## src/rtl/pll_reset_ctrl.sv

```systemverilog
// -----------------------------------------------------------------------------
// pll_reset_ctrl
//
// Reset and clock-enable controller placed right after the iCE40 PLL / clock
// divider. The processor is held in reset until the synchronized PLL lock has
// been stable for LOCK_STABLE_CYCLES, then for a further RESET_HOLD_CYCLES.
// After that it releases a registered, synchronous-deassert system reset. While
// running it emits a one-cycle clock-enable strobe every CE_DIV cycles. Loss of
// lock or a software reset request puts the core back into reset cleanly.
//
// Ports:
//   clock          in  system clock (divided PLL output), rising edge
//   reset_n        in  asynchronous active-low reset
//   pll_lock       in  PLL LOCK, asynchronous to clock
//   soft_reset_req in  single-cycle request to re-reset the core (RUN only)
//   lock_lost_clr  in  synchronous clear of the sticky lock_lost flag
//   sys_reset_n    out active-low processor reset, high only in RUN
//   ready          out high only in RUN
//   lock_lost      out sticky flag, set when lock drops while in RUN
//   clk_en         out one-cycle strobe every CE_DIV cycles while in RUN
// -----------------------------------------------------------------------------
module pll_reset_ctrl #(
  parameter int unsigned SYNC_STAGES        = 2,
  parameter int unsigned LOCK_STABLE_CYCLES = 1024,
  parameter int unsigned RESET_HOLD_CYCLES  = 16,
  parameter int unsigned CE_DIV             = 4
) (
  input  logic clock,
  input  logic reset_n,
  input  logic pll_lock,
  input  logic soft_reset_req,
  input  logic lock_lost_clr,
  output logic sys_reset_n,
  output logic ready,
  output logic lock_lost,
  output logic clk_en
);

  // The shared counter only ever has to reach max(N, M) - 1.
  localparam int unsigned CNT_MAX = (LOCK_STABLE_CYCLES > RESET_HOLD_CYCLES) ?
                                    LOCK_STABLE_CYCLES : RESET_HOLD_CYCLES;
  localparam int unsigned CNT_W   = (CNT_MAX > 1) ? $clog2(CNT_MAX) : 1;
  localparam int unsigned DIV_W   = (CE_DIV > 1) ? $clog2(CE_DIV) : 1;

  localparam logic [CNT_W-1:0] STAB_LAST = CNT_W'(LOCK_STABLE_CYCLES - 1);
  localparam logic [CNT_W-1:0] HOLD_LAST = CNT_W'(RESET_HOLD_CYCLES - 1);
  localparam logic [DIV_W-1:0] DIV_LAST  = DIV_W'(CE_DIV - 1);
  localparam logic [CNT_W-1:0] CNT_ONE   = CNT_W'(1);
  localparam logic [DIV_W-1:0] DIV_ONE   = DIV_W'(1);

  typedef enum logic [1:0] {
    ST_WAIT_LOCK = 2'd0,
    ST_STABILIZE = 2'd1,
    ST_HOLD      = 2'd2,
    ST_RUN       = 2'd3
  } state_t;

  logic [SYNC_STAGES-1:0] sync_q;
  logic                   lock_s;

  state_t             state_q, state_d;
  logic [CNT_W-1:0]   cnt_q, cnt_d;
  logic [DIV_W-1:0]   div_q, div_d;
  logic               clk_en_q, clk_en_d;
  logic               lock_lost_q, lock_lost_d;
  logic               sys_reset_n_q;
  logic               ready_q;
  logic               lost_set_s;
  logic               run_stay_s;

  // Only the last synchronizer stage is ever looked at by the FSM.
  assign lock_s = sync_q[SYNC_STAGES-1];

  // Multi-flop synchronizer for the asynchronous PLL lock input.
  always_ff @(posedge clock or negedge reset_n) begin
    if (!reset_n) begin
      sync_q <= '0;
    end else begin
      sync_q <= {sync_q[SYNC_STAGES-2:0], pll_lock};
    end
  end

  // Next-state and shared counter logic for the reset sequencing FSM.
  always_comb begin
    state_d    = state_q;
    cnt_d      = cnt_q;
    lost_set_s = 1'b0;
    case (state_q)
      ST_WAIT_LOCK: begin
        if (lock_s) begin
          state_d = ST_STABILIZE;
          cnt_d   = '0;
        end else begin
          state_d = ST_WAIT_LOCK;
          cnt_d   = '0;
        end
      end
      ST_STABILIZE: begin
        // Any drop discards the accumulated count entirely.
        if (!lock_s) begin
          state_d = ST_WAIT_LOCK;
          cnt_d   = '0;
        end else if (cnt_q == STAB_LAST) begin
          state_d = ST_HOLD;
          cnt_d   = '0;
        end else begin
          state_d = ST_STABILIZE;
          cnt_d   = cnt_q + CNT_ONE;
        end
      end
      ST_HOLD: begin
        if (!lock_s) begin
          state_d = ST_WAIT_LOCK;
          cnt_d   = '0;
        end else if (cnt_q == HOLD_LAST) begin
          state_d = ST_RUN;
          cnt_d   = '0;
        end else begin
          state_d = ST_HOLD;
          cnt_d   = cnt_q + CNT_ONE;
        end
      end
      ST_RUN: begin
        // Lock loss outranks a simultaneous soft reset request.
        if (!lock_s) begin
          state_d    = ST_WAIT_LOCK;
          cnt_d      = '0;
          lost_set_s = 1'b1;
        end else if (soft_reset_req) begin
          state_d = ST_HOLD;
          cnt_d   = '0;
        end else begin
          state_d = ST_RUN;
          cnt_d   = '0;
        end
      end
      default: begin
        state_d = ST_WAIT_LOCK;
        cnt_d   = '0;
      end
    endcase
  end

  // Clock-enable divider; only advances while staying in RUN so every entry
  // into RUN restarts the strobe phase and leaving RUN kills the strobe.
  always_comb begin
    run_stay_s = (state_q == ST_RUN) && (state_d == ST_RUN);
    div_d      = '0;
    clk_en_d   = 1'b0;
    if (run_stay_s) begin
      if (div_q == DIV_LAST) begin
        div_d    = '0;
        clk_en_d = 1'b1;
      end else begin
        div_d    = div_q + DIV_ONE;
        clk_en_d = 1'b0;
      end
    end else begin
      div_d    = '0;
      clk_en_d = 1'b0;
    end
  end

  // Sticky lock-lost flag; a set on the same edge as a clear takes priority.
  always_comb begin
    if (lost_set_s) begin
      lock_lost_d = 1'b1;
    end else if (lock_lost_clr) begin
      lock_lost_d = 1'b0;
    end else begin
      lock_lost_d = lock_lost_q;
    end
  end

  // FSM state, counters and all registered outputs.
  always_ff @(posedge clock or negedge reset_n) begin
    if (!reset_n) begin
      state_q       <= ST_WAIT_LOCK;
      cnt_q         <= '0;
      div_q         <= '0;
      clk_en_q      <= 1'b0;
      lock_lost_q   <= 1'b0;
      sys_reset_n_q <= 1'b0;
      ready_q       <= 1'b0;
    end else begin
      state_q       <= state_d;
      cnt_q         <= cnt_d;
      div_q         <= div_d;
      clk_en_q      <= clk_en_d;
      lock_lost_q   <= lock_lost_d;
      // Reset/ready track the state being entered on this same edge.
      sys_reset_n_q <= (state_d == ST_RUN);
      ready_q       <= (state_d == ST_RUN);
    end
  end

  assign sys_reset_n = sys_reset_n_q;
  assign ready       = ready_q;
  assign lock_lost   = lock_lost_q;
  assign clk_en      = clk_en_q;

endmodule
```

## config.mk

```make
export PLATFORM = sky130hd
export DESIGN_NAME = pll_reset_ctrl
export DESIGN_NICKNAME = d
export VERILOG_FILES = /design/src/rtl/pll_reset_ctrl.sv
export SDC_FILE = /design/constraint.sdc
export NUM_CORES = 1
export LEC_CHECK = 0
export CORE_MARGIN = 8
export CORE_UTILIZATION = 47
export CTS_CLUSTER_SIZE = 14
export DETAILED_ROUTE_END_ITERATION = 12
export GPL_ROUTABILITY_DRIVEN = 0
export PLACE_DENSITY = 0.79
export SLEW_MARGIN = 30
export SYNTH_ARGS = -nofsm -noshare
export SYNTH_HDL_FRONTEND = slang
export SYNTH_SLANG_ARGS = --single-unit
```

## constraint.sdc

```tcl
create_clock -name clock -period 2.1 [get_ports clock]
set_clock_uncertainty 0.1 [all_clocks]
set_input_delay 0.42 -clock clock [delete_from_list [all_inputs] [get_ports clock]]
set_output_delay 0.42 -clock clock [all_outputs]
set_load 0.01 [all_outputs]
```

==> impl_metrics.json <==
{
  "synth-seq-cells": 19,
  "grt.overflow.total": 0,
  "holdPathStages": 0,
  "drc_errors": 0,
  "fin_crit_sh_pct": 80.7,
  "cp_slowest_cell": "clkdlybuf4s50_1",
  "critical_path.cell_chain": "clkdlybuf4s50_1",
  "synth.area.top_cells": "dfrtp_1 (56%), xor2_1 (6.2%), nor3_1 (4.1%)",
  "crit_required_ns": 1.58,
  "antenna_found_initial": 0,
  "start_util_pct": 49.7,
  "synth_top_cell_by_area": "dfrtp_1",
  "place_ws_ns": 0.467,
  "drv_slew": 0,
  "leakagePower_nw": 0.425,
  "routed_via_density": 5.06,
  "grt_max_degree": 20,
  "clockRootBuffer": "clkbuf_4",
  "synth-async-reset-ratio_pct": 100,
  "die_x_um": 58.5,
  "min_from": "sync_q[0]",
  "dpl_cell_area_um2": 956,
  "first_pass_iters": 2,
  "post-route-min-period_ns": 1.69,
  "worstPathMaxFanout": 2,
  "coreArea_um2": 1710,
  "die_y_um": 58.5,
  "hold_end": "sync_q[1]",
  "grt_pass1_vias": 541,
  "fillCellCount": 135,
  "drtIter0Drc": 2,
  "cts_resized": 0,
  "syn_area_um2": 850,
  "critPathArrivalTime_ns": 1.17,
  "worst_hold_slack_ns": 0.258,
  "fmax_mhz": 590,
  "worstMarginPinSlew_ns": 0.343,
  "layout_setup_ws_ns": 0.406,
  "synth_top_area_share_pct": 56.0,
  "postSynthAreaPerCell_um2": 12.1,
  "hp-class": "flip-flop to flip-flop",
  "synth_ff_type": "dfrtp_1",
  "ir_worst_vdd_mv": 0.293,
  "clk_pin_slew_ns": 0.10,
  "cts_inserted_buffers": 3,
  "final_common_cell": "dfrtp_1",
  "ios": 9,
  "ys_types": 27,
  "r2r-start": "cnt_q[0]",
  "cts_tree": "built",
  "clock_path_buffers": 2,
  "finalNonFillerCells": 106,
  "ys_seq_area_share_pct": 56.0,
  "cp-start-kind": "flip-flop",
  "max_stage_delay_ns": 0.53,
  "drv_cap": 0,
  "cts_setup_buffers": 0,
  "ctsHtreeMaxLevel": 1,
  "hpwl_um": 983,
  "powerDensity_nw_per_um2": 584,
  "setup_violations": 0,
  "die_area_um2": 3420,
  "outcome": "finished, final reports clean",
  "synth_warnings": 0,
  "diodes": 0,
  "wl_per_cell_um": 12.7,
  "rows": 15,
  "crit_path_end_kind": "output port",
  "rsz0062_at_grt": "no",
  "grt_pass1_wl_um": 2300,
  "cts.sinks": 19,
  "syn_nets": 77,
  "ant_nets": 0,
  "cp-startpoint": "lock_lost",
  "reg2reg_slack_ns": 0.48,
  "crit_family": "buffers and inverters",
  "stdcell_area_um2": 983,
  "synth_edf_count": 0,
  "via_count": 536,
  "wl_um": 1340,
  "grtUsageTotal_pct": 8.38,
  "path_class": "flip-flop to output port",
  "syn_to_final_growth_pct": 15.8,
  "layout_common_cells": "dfrtp_1 (19), clkdlybuf4s50_1 (8), nor3_1 (7)",
  "finalPower_mw": 0.574,
  "synthCells": 70,
  "crit_buf_inv": 1,
  "hold_viol": 0,
  "drive_gt1_share_pct": 14.8,
  "clk_latency_ns": 0.28,
  "fin_nets": 89,
  "port_buffers": 8,
  "relSlewSlack_pct": 77.0,
  "r2r-end": "ready",
  "setup_tns_ns": 0,
  "dp.cells": 102,
  "reg2reg_depth": 5,
  "cts_hold_buf": 0,
  "final_util_pct": 57.6
}
-- metal layers --
metal,GRT usage (%),vias to the layer above,share of wire [%]
met5,0,-,0
met2,14.3,12,47
met1,10.1,256,48
met4,2.10,0,0.89
met3,2.17,2,3.9
li1,-,266,-
-- cell type report --
cell class	count	area, um^2	area share (%)
Clock buffer	3	22.5	2.29
Clock inverter	1	5.00	0.509
Inverter	1	3.75	0.382
Multi-Input combinational cell	48	358	36.4
Sequential cell	19	475	48.3
Tap cell	25	31.3	3.18
Timing Repair Buffer	9	87.6	8.91
-- state kept, by name (all words and copies together), names as in the netlist --
name,cells
clk_en,1
lock_lost,1
sync_q,2
cnt_q,10
div_q,2
state_q,2
ready,1
-- where the power goes --
group          internal (mW)  total (mW)  switching (mW)
combinational         0.0114      0.0244          0.0131
sequential             0.370       0.375         0.00437
clock                 0.0707       0.175           0.105
-- cell usage after synthesis (2+ instances only) --
library cell / n
dfrtp_1: 19
nor3_1: 7
xor2_1: 6
nand2_1: 5
and2_1: 3
nand3_1: 3
xnor2_1: 3
and3_1: 2
ha_1: 2
nor2_1: 2
nor3b_1: 2
-- worst max path at each step --
stage | cells past startpoint | to
5_1_grt | 1 | lock_lost
6_report | 1 | lock_lost
4_1_cts | 1 | ready
3_5_place_dp | 4 | state_q[0]
2_1_floorplan | 6 | ready
3_3_place_gp | 5 | ready
-- cell families after synthesis --
family / share of synthesized area, %
flops: 56.0
xor+xnor: 9.28
buf+inv: 1.91
compound gates: 5.60
fa+ha+maj: 2.95
simple gates: 24.3
Power figures use the tool's default switching activity.
